<file path="src/rtl/adder_pipe_pkg.sv">
// Shared types and defaults for the adder_pipe block.
// Optional accumulator ops are enabled with the ADDER_PIPE_ACC_EN macro.
package adder_pipe_pkg;

  localparam int WIDTH_DEF = 4;
  localparam int DEPTH_DEF = 2;

  typedef enum logic [1:0] {
    OP_ADD  = 2'd0,
    OP_SUB  = 2'd1,
    OP_ACC  = 2'd2,
    OP_LOAD = 2'd3
  } op_e;

  typedef logic [WIDTH_DEF:0] result_t;

endpackage

</file>
<file path="src/rtl/adder_pipe_fifo.sv">
// Synchronous FIFO with occupancy counter and wrapping pointers.
// The head output holds the last popped value while the FIFO is empty.
module adder_pipe_fifo
  import adder_pipe_pkg::*;
#(
  parameter  int W     = WIDTH_DEF + 1,
  parameter  int DEPTH = DEPTH_DEF,
  localparam int PW    = (DEPTH > 1) ? $clog2(DEPTH) : 1,
  localparam int CW    = $clog2(DEPTH + 1)
) (
  input  logic          clk,
  input  logic          rst,
  input  logic          push_i,
  input  logic          pop_i,
  input  logic [W-1:0]  data_i,
  output logic [W-1:0]  data_o,
  output logic [CW-1:0] level_o,
  output logic          full_o,
  output logic          empty_o
);

  localparam logic [CW-1:0] DEPTH_C = CW'(DEPTH);

  logic [W-1:0]  mem_q [DEPTH];
  logic [PW-1:0] wr_ptr_q, wr_ptr_d;
  logic [PW-1:0] rd_ptr_q, rd_ptr_d;
  logic [CW-1:0] cnt_q, cnt_d;
  logic [W-1:0]  hold_q, hold_d;
  logic          do_push, do_pop;

  assign full_o  = (cnt_q == DEPTH_C);
  assign empty_o = (cnt_q == '0);
  assign do_push = push_i && !full_o;
  assign do_pop  = pop_i && !empty_o;
  assign level_o = cnt_q;
  assign data_o  = empty_o ? hold_q : mem_q[rd_ptr_q];

  // DEPTH is a power of two, so pointers wrap by natural overflow.
  always_comb begin
    wr_ptr_d = do_push ? wr_ptr_q + PW'(1) : wr_ptr_q;
    rd_ptr_d = do_pop  ? rd_ptr_q + PW'(1) : rd_ptr_q;
    hold_d   = do_pop  ? mem_q[rd_ptr_q]   : hold_q;
    cnt_d    = cnt_q;
    case ({do_push, do_pop})
      2'b10:   cnt_d = cnt_q + CW'(1);
      2'b01:   cnt_d = cnt_q - CW'(1);
      default: cnt_d = cnt_q;
    endcase
  end

  always_ff @(posedge clk or posedge rst) begin
    if (rst) begin
      wr_ptr_q <= '0;
      rd_ptr_q <= '0;
      cnt_q    <= '0;
      hold_q   <= '0;
    end else begin
      wr_ptr_q <= wr_ptr_d;
      rd_ptr_q <= rd_ptr_d;
      cnt_q    <= cnt_d;
      hold_q   <= hold_d;
    end
  end

  always_ff @(posedge clk) begin
    if (do_push) begin
      mem_q[wr_ptr_q] <= data_i;
    end
  end

endmodule

</file>
<file path="src/rtl/adder_pipe.sv">
// Handshaked add/sub unit writing results into an output FIFO.
// Define ADDER_PIPE_ACC_EN to add the accumulate (10) and load (11) ops.
module adder_pipe
  import adder_pipe_pkg::*;
#(
  parameter  int WIDTH = WIDTH_DEF,
  parameter  int DEPTH = DEPTH_DEF,
  localparam int LW    = $clog2(DEPTH + 1)
) (
  input  logic             clk,
  input  logic             rst,
  input  logic             s_valid,
  output logic             s_ready,
  input  logic [WIDTH-1:0] s_a,
  input  logic [WIDTH-1:0] s_b,
  input  logic [1:0]       s_op,
  output logic             m_valid,
  input  logic             m_ready,
  output logic [WIDTH:0]   m_c,
  output logic [LW-1:0]    level
);

  logic           full, empty;
  logic           accept, pop;
  logic [WIDTH:0] res_d;

  function automatic logic [WIDTH:0] arith(input logic [WIDTH-1:0] a,
                                           input logic [WIDTH-1:0] b,
                                           input logic             sub);
    return sub ? ({1'b0, a} - {1'b0, b}) : ({1'b0, a} + {1'b0, b});
  endfunction

  // Flops are held in reset while rst is high, so accept need not see rst.
  assign s_ready = !rst && !full;
  assign accept  = s_valid && !full;
  assign m_valid = !empty;
  assign pop     = m_valid && m_ready;

`ifdef ADDER_PIPE_ACC_EN
  logic [WIDTH:0] acc_q, acc_d;

  always_comb begin
    res_d = '0;
    case (op_e'(s_op))
      OP_ADD:  res_d = arith(s_a, s_b, 1'b0);
      OP_SUB:  res_d = arith(s_a, s_b, 1'b1);
      OP_ACC:  res_d = acc_q + {1'b0, s_a};
      default: res_d = {1'b0, s_a};
    endcase
    acc_d = (accept && s_op[1]) ? res_d : acc_q;
  end

  always_ff @(posedge clk or posedge rst) begin
    if (rst) begin
      acc_q <= '0;
    end else begin
      acc_q <= acc_d;
    end
  end
`else
  // Without the accumulator, the high op bit folds onto add/sub.
  always_comb begin
    res_d = '0;
    case (op_e'(s_op))
      OP_ADD, OP_ACC: res_d = arith(s_a, s_b, 1'b0);
      default:        res_d = arith(s_a, s_b, 1'b1);
    endcase
  end
`endif

  adder_pipe_fifo #(
    .W     (WIDTH + 1),
    .DEPTH (DEPTH)
  ) u_fifo (
    .clk     (clk),
    .rst     (rst),
    .push_i  (accept),
    .pop_i   (pop),
    .data_i  (res_d),
    .data_o  (m_c),
    .level_o (level),
    .full_o  (full),
    .empty_o (empty)
  );

endmodule
</file>
<file path="config.mk">
export PLATFORM = sky130hd
export DESIGN_NAME = adder_pipe
export DESIGN_NICKNAME = d
export VERILOG_FILES = /design/src/rtl/adder_pipe_pkg.sv /design/src/rtl/adder_pipe_fifo.sv /design/src/rtl/adder_pipe.sv
export SDC_FILE = /design/constraint.sdc
export NUM_CORES = 1
export LEC_CHECK = 0
export BUFFER_PORTS_ARGS = -buffer_cell sky130_fd_sc_hd__buf_2
export CAP_MARGIN = 10
export CORE_UTILIZATION = 52
export DETAILED_ROUTE_END_ITERATION = 8
export GPL_TIMING_DRIVEN = 0
export HOLD_SLACK_MARGIN = 0.06
export PLACE_DENSITY = 0.89
export SYNTH_ARGS = -nofsm -noshare
export SYNTH_HDL_FRONTEND = slang
export SYNTH_SLANG_ARGS = --single-unit
</file>
<file path="constraint.sdc">
create_clock -name clk -period 1.6 [get_ports clk]
set_input_delay 0.32 -clock clk [delete_from_list [all_inputs] [get_ports clk]]
set_output_delay 0.32 -clock clk [all_outputs]
set_load 0.05 [all_outputs]
</file>
# Word-level counts from Yosys, hierarchy flattened
# Memory sizes are Yosys's and may differ from the RTL's.
# Index checks and enable logic that the tools add are counted.
[word_totals]
register_bits = 9
mem_bits_rw = 10
input_bits = 14
out_inout_bits = 9
mem_count = 1
[memory_table]
columns = ["memory", "depth", "word_bits", "read_ports", "rd_ports_with_merged_regs", "wr", "line", "rtl"]
rows = [
  ["u_fifo.mem_q", 2, 5, 1, 0, 1, "adder_pipe_fifo.sv:24", "logic [W-1:0] mem_q [DEPTH];"],
]
[classes]
add_sub_neg = 6
n_eq_ne = 4
muxes = 5
n_reduce_logical = 12
[ops]
columns = ["operator", "count"]
rows = [
  ["2-to-1 mux 5 bit", 2],
  ["== test 2 bit (second input constant)", 3],
  ["adder 4 x 4 -> 5 bit", 1],
  ["logical AND 1 bit", 5],
  ["subtractor 4 x 4 -> 5 bit", 1],
  ["logical NOT 2 bit", 2],
  ["one-hot mux 2 bit (2 select lines)", 1],
  ["logical NOT 1 bit", 3],
  ["adder 1 bit (second input constant)", 2],
  ["adder 2 x 1 -> 2 bit (second input constant)", 1],
  ["== test 2 x 1 -> 1 bit (second input constant)", 1],
  ["2-to-1 mux 1 bit", 2],
  ["nonzero test 2 bit", 1],
  ["OR reduction 2 bit", 1],
  ["subtractor 2 x 1 -> 2 bit (second input constant)", 1],
]

# Logic depth before layout (Yosys ltp)
# Gate-level depths: netlist (run 1).
[logic_depth]
word_depth = 6
ltp_mapped = 9
mapped_depth_nobuf = 9

# Cells and area by module
# A second synthesis (run 1) with hierarchy kept.
[unflattened]
hier_cells = 91
hier_area_um2 = 1039.7
[modules_own_cells]
columns = ["module", "area_per_inst_um2", "cells_per_inst", "instances"]
rows = [
  ["adder_pipe_fifo", 818.3, 64, 1],
  ["adder_pipe", 221.5, 27, 1],
]

# Worst setup path after synthesis (run 1)
# Ideal clock, no wire load.
[synth_timing]
path_type = "register to output"
from = "reg u_fifo.cnt_q[0] (netlist: u_fifo.level_o[0])"
to = "out m_c[0]"
t_required_ns = 1.280
arrival_ns = 1.900
slack_ns = -0.620
n_path_buf = 1
path_stages_with_launch = 5
cell_sequence = "dfrtp_1 > or2_1 > buf_6 > nor2_1 > a21oi_1"
[synth_between]
elab_chain_len = 2
[synth_lines]
columns = ["element", "line", "rtl"]
rows = [
  ["start, declared", "adder_pipe_fifo.sv:27", "logic [CW-1:0] cnt_q, cnt_d;"],
  ["start signal, assigned", "adder_pipe_fifo.sv:60", "cnt_q <= cnt_d;"],
  ["logical NOT 2 bit", "adder_pipe_fifo.sv:32", "assign empty_o = (cnt_q == '0);"],
  ["2-to-1 mux 5 bit", "adder_pipe_fifo.sv:36", "assign data_o = empty_o ? hold_q : mem_q[rd_ptr_q];"],
  ["end, declared", "adder_pipe.sv:19", "output logic [WIDTH:0] m_c,"],
]
# Every way passes these cells.

# Worst setup path in the final report (run 1)
[layout_timing]
from = "reg u_fifo.rd_ptr_q"
to = "out m_c[2]"
[layout_between]
elab_chain_len = 2
[layout_lines]
columns = ["element", "line", "rtl"]
rows = [
  ["start, declared", "adder_pipe_fifo.sv:26", "logic [PW-1:0] rd_ptr_q, rd_ptr_d;"],
  ["start signal, assigned", "adder_pipe_fifo.sv:59", "rd_ptr_q <= rd_ptr_d;"],
  ["memory (2 x 5 bit)", "-", ""],
  ["2-to-1 mux 5 bit", "adder_pipe_fifo.sv:36", ""],
]
# Every way passes these cells.

==> out/qor.yml, run 1 <==
sta:
  finalCriticalPeriod_ps: 1820
  relSlewSlack: 0.706
  finalSetupViolations: 7
  slew_viol_final: 0
  max_freq_mhz: 549
  rsz0062_at_grt: "yes"
  hold_viol: 0
  skew_ps: 5.76
  layout_setup_ws_ps: -221
  setup-tns-final_ps: -1090
  worst_slew_pin_slew_ps: 440
  post-route-period-util: 1.14
floorplan:
  initial_utilization: 0.569
  die_x_um: 45.9
  core_area_um2: 1760
  dieArea_um2: 2110
  die-height_um: 45.9
  io_pins: 23
  rows: 15
global_route:
  grt_pass1_wl_um: 3220
  busiest_layer: "met2"
  antenna_found_initial: 0
  grt_overflow_total: 0
  grt_util_all_layers: 0.229
  met1_usage: 0.262
  grt_max_degree: 11
  grt_pass1_vias: 714
  use_met2: 0.423
  grtUsageMet3: 0.0119
setup_path:
  end_kind: "output port"
  cp.required_ps: 1280
  critPathMaxFanout: 6
  path_class: "register to output port"
  cp.arrival_ps: 1500
  start_kind: "register"
place:
  gp_congestion: 0.744
  pre_cts_slack_ps: -434
  portBuffers: 21
  hpwl_um: 1370
synth:
  netlist_area_um2: 1000
  syn_inst: 92
  synth_cell_types: 22
  ys_warn_count: 0
  synth_seq_cells: 19
  yosysSeqAreaShare: 0.524
  syn_avg_cell_area_um2: 10.9
  syn_nets: 113
route:
  postRouteAntennaNets: 0
  avgRoutedWirePerCell_um: 16.1
  dr.pass1.iters: 4
  finalWirelength_um: 2420
  drt_iter0_markers: 4
  vias: 805
  drcViolationCount: 0
  via_per_inst: 5.37
outcome:
  violations: "setup timing"
  outcome: "finished, violations left"
cts:
  clock_path_buffers: 2
  tritoncts: "yes"
  clock-sinks: 19
  htree_num_levels: 1
  numCtsBuffers: 3
  clk_latency_ps: 290
  clk_pin_slew_ps: 110
  cts-root-buf: "clkbuf_4"
finish:
  multiInputGateArea_um2: 611
  area_delta_synth_final_pct: 52.5
  final_nets: 147
  layout_commonest_cell: "buf_2"
  drive_gt1_frac: 0.528
  diodes: 0
  fillerInstances: 90
  final_cell_mix: "12 x buf_2, 10 x edfxtp_1, 8 x buf_6, 8 x nand2_1, 8 x xnor2_1"
  register_area_um2: 528
min_path:
  hold_path_class: "input pin to register"
run:
  cap_violations: 0
pwr:
  power_density_nw_per_um2: 2220
  power.total_uw: 3400
  p_leak_uw: 0.000646
  peakVddDrop_v: 0.00149
[worst max-delay path, cell delays in order (launching register included)]
cell      delay (ps)
dfrtp_1          380
clkbuf_4         230
mux2i_2          330
a21oi_4          100
buf_6            160
[report_power, final]
part | internal [µW] | switching [µW]
Combinational | 969 | 1310
Clock | 96.9 | 151
Sequential | 733 | 136
[cells in the mapped netlist, drive strengths merged]
| cell | instances | area share |
|---|---|---|
| buf | 2 | 0.019 |
| fa | 1 | 0.020 |
| inv | 9 | 0.034 |
| edfxtp | 10 | 0.30 |
| a21oi | 7 | 0.035 |
| mux2i | 5 | 0.050 |
| o21ai | 7 | 0.035 |
| or2 | 1 | 0.0062 |
| dfrtp | 9 | 0.22 |
| nand2b | 2 | 0.012 |
| nand2 | 8 | 0.030 |
| a21o | 1 | 0.0075 |
| xor2 | 1 | 0.0087 |
| and3 | 1 | 0.0062 |
| and2 | 1 | 0.0062 |
| nor2 | 9 | 0.034 |
| o31ai | 2 | 0.015 |
| xnor2 | 9 | 0.079 |
| clkbuf | 1 | 0.0050 |
| ha | 6 | 0.075 |
[through the flow]
step	hold WS (ps)	instance area [µm²]	utilization	instances
floorplan	153	1120	-	92
global placement	293	1250	0.710	138
detailed placement	314	1250	0.710	138
CTS	324	1470	0.830	147
global route	320	1530	0.867	150
finish	335	1530	0.867	150
[area by class of cell]
class                           instances  share of cell area
Sequential cell                        19               0.345
Clock buffer                            4              0.0172
Timing Repair Buffer                   29               0.163
Multi-Input combinational cell         61               0.399
Inverter                                9              0.0303
Buffer                                  3              0.0253
Tap cell                               25              0.0204
[flip-flops by register name (all words and copies together) (netlist names)]
register,flops
u_fifo.mem_q,10
u_fifo.hold_q,5
u_fifo.level_o,2
u_fifo.rd_ptr_q,1
u_fifo.wr_ptr_q,1
[final timing paths]
path                              startpoint                end  slack, ps  cells after the start
setup reg to reg           u_fifo.level_o[1]  u_fifo.level_o[1]         10                      8
setup / recovery             u_fifo.rd_ptr_q             m_c[2]       -220                      4
hold / removal                       m_ready   u_fifo.hold_q[1]        340                      3
hold reg to reg              u_fifo.wr_ptr_q    u_fifo.wr_ptr_q        530                      1
min in group asynchronous                rst    u_fifo.wr_ptr_q        600                      3
max in group asynchronous                rst  u_fifo.level_o[1]        690                      3
[routing by layer]
layer,routed length [µm],up-vias
li1,-,381
met1,884,389
met2,1410,33
met3,83,2
met4,35,0
met5,0,-
[cell families (layout without fill, tap and decap cells)]
kind of cell / Yosys count / count (layout) / synth area share
compound gates: 17 / 17 / 0.0923
flops: 19 / 19 / 0.524
simple gates: 22 / 22 / 0.0948
buf+inv: 12 / 45 / 0.0574
fa+ha+maj: 7 / 7 / 0.0948
xor+xnor: 10 / 10 / 0.0873
mux: 5 / 5 / 0.0499
[timing repair]
item,4_1_cts,5_1_grt
endpoints found under the hold margin,9,0
setup buffers,4,3
hold buffers,1,0
endpoints found under the setup margin,11,11
pin swaps,3,5
cloned,0,1
resized for setup,39,8
Note: power is estimated with default switching activity, not from simulation.
==> run 2: changes to the inputs <==
Settings changed: CORE_MARGIN set to 3.
==> out/qor.yml, run 2 (synthesized netlist as in run 1, its figures left out) <==
cts:
  clk_pin_slew_ps: 120  # about the same
  cts-root-buf: "clkbuf_4"
  htree_num_levels: 1  # unchanged
  tritoncts: "yes"
  clock-sinks: 19  # unchanged
  numCtsBuffers: 3  # unchanged
  clk_latency_ps: 300  # about the same
  clock_path_buffers: 2  # unchanged
finish:
  regMostFlops: "u_fifo.mem_q"
  diodes: 0  # unchanged
  drive_gt1_frac: 0.558  # +0.0301
  area_delta_synth_final_pct: 60.8
  post_layout_nonfiller_instances: 154  # +2.7%
  final_area_um2: 1610  # +5.5%
  utilization: 0.905  # +0.0379
  largest_reg_flops: 10  # unchanged
  final_cell_mix: "12 x buf_2, 10 x buf_4, 10 x edfxtp_1"
  final_nets: 151  # +2.7%
  layout_commonest_cell: "buf_2"
sta:
  layout_setup_ws_ps: -206  # +15.0 ps
  worst_slew_pin_slew_ps: 462  # +22.2 ps
  finalCriticalPeriod_ps: 1810  # -15.0 ps
  finalSetupViolations: 8  # +1
  relSlewSlack: 0.691  # -0.0147
  setup-tns-final_ps: -1280  # -191 ps
  slew_viol_final: 0  # unchanged
  skew_ps: 5.03  # -0.730 ps
  post-route-period-util: 1.13  # -0.00939
  rsz0062_at_grt: "yes"
  hold_viol: 0  # unchanged
  max_freq_mhz: 554  # +0.83%
route:
  dr.pass1.iters: 4  # unchanged
  drt_iter0_markers: 16  # +12
  drcViolationCount: 0  # unchanged
  postRouteAntennaNets: 0  # unchanged
  avgRoutedWirePerCell_um: 18.5  # +15%
  via_per_inst: 5.40  # +0.67%
  vias: 832  # +3.4%
  finalWirelength_um: 2860  # +18%
pwr:
  power_density_nw_per_um2: 2230  # +0.39%
  peakVddDrop_v: 0.00190  # +28%
  p_leak_uw: 0.000677  # +4.8%
min_path:
  hold_path_class: "input pin to register"
  worstHoldStart: "s_a[0]"
  min_path_cells: 2  # -1
  hold_end: "u_fifo.mem_q[0][0]"
setup_path:
  cp.arrival_ps: 1490  # about the same
  cp.required_ps: 1280  # about the same
  reg2reg_depth: 9  # +1
  critPathMaxFanout: 5  # -1
  start_kind: "register"
  end_kind: "output port"
  r2r_end: "u_fifo.level_o[1]"
  worstReg2RegStart: "u_fifo.level_o[0]"
  crit_slowest_cell: "dfrtp_2"
  crit_path_cell_trace: "or2_4, buf_16, nor2_4, a21oi_4, buf_6"
  path_class: "register to output port"
  r2r_slack_ps: -30  # -40 ps
  crit_path_max_incr_delay_ps: 420  # +40 ps
floorplan:
  io_pins: 23  # unchanged
  core_area_um2: 1780  # +1.1%
  dieArea_um2: 2490  # +18%
  die_x_um: 49.9  # +8.7%
  die-height_um: 49.9  # +8.7%
  rows: 15  # unchanged
  initial_utilization: 0.563  # -0.00599
place:
  portBuffers: 21  # unchanged
  gp_congestion: 0.709  # -4.8%
  placed_area_um2: 1250  # unchanged
  hpwl_um: 1360  # -0.82%
  placed_cells: 138  # unchanged
global_route:
  grt_util_all_layers: 0.212  # -0.0175
  antenna_found_initial: 0  # unchanged
  grt_pass1_wl_um: 3850  # +20%
  grt_max_degree: 12  # +1
  grt_overflow_total: 0  # unchanged
  grt_pass1_vias: 830  # +16%
run:
  cap_violations: 0  # unchanged
outcome:
  violations: "setup timing"
  outcome: "finished, violations left"
## run 2: changes by cell type in the layout (fill, tap and decap cells not counted), moves of 2 or more
cell / before / now
mux2i_2: 4 / 1
buf_4: 6 / 10
buf_8: 2 / 4
mux2i_4: 1 / 4
## run 2: per-layer routing
layer,up-vias,track usage,routed length (µm)
met3,8,0.0272,115
met5,-,0,0
met2,34,0.405,1610
met1,406,0.226,1050
met4,0,0.0968,77
li1,384,-,-
## run 2: layout make-up
class,count,area [µm²]
Sequential cell,19,528
Buffer,3,38.8
Tap cell,25,31.3
Multi-Input combinational cell,61,649
Fill cell,62,169
Inverter,9,46.3
Clock inverter,1,5.00
Clock buffer,3,22.5
Timing Repair Buffer,33,293
## run 2: repair_timing
action | 4_1_cts | 5_1_grt
setup endpoints to repair | 11 | 11
setup buffers | 4 | 7
hold buffers | 1 | 0
gates resized for setup | 40 | 15
pin swaps | 7 | 9
endpoints found under the hold margin | 9 | 0
gates cloned | 1 | 0
## run 2: where the power goes
| group | internal, µW | leakage, µW | total [µW] | switching, µW |
|---|---|---|---|---|
| sequential | 734 | 0.000199 | 887 | 153 |
| clock | 93.3 | 0.0000177 | 252 | 159 |
| combinational | 1090 | 0.000460 | 2460 | 1370 |
## run 2: worst max-delay path, delay by kind of cell, from the launching register on
family	cells	cell delay, ps
and+or+nand+nor	2	410
buffers and inverters	2	300
DFF	1	420
AOI/OAI and AO/OA	1	40
## run 2: stage by stage
| stage | power, µW | hold WS (ps) | worst slack (ps) |
|---|---|---|---|
| 2_1_floorplan | 2160 | 153 | -117 |
| 3_3_place_gp | 2390 | 293 | -382 |
| 3_5_place_dp | 2440 | 310 | -428 |
| 4_1_cts | 3250 | 317 | -177 |
| 5_1_grt | 3760 | 351 | -273 |
| 6_report | 3600 | 348 | -206 |
## run 2: worst max path at each step
| stage | end | from | cells after the start | slack (ps) |
|---|---|---|---|---|
| finish | m_c[2] | u_fifo.level_o[0] | 5 | -210 |
| global route | m_c[3] | u_fifo.rd_ptr_q | 4 | -270 |
| floorplan | u_fifo.mem_q[0][4] | s_b[0] | 9 | -120 |
| global placement | u_fifo.mem_q[1][4] | s_b[0] | 10 | -380 |
| CTS | m_c[2] | u_fifo.level_o[0] | 5 | -180 |
| detailed placement | u_fifo.mem_q[0][4] | s_b[0] | 10 | -430 |
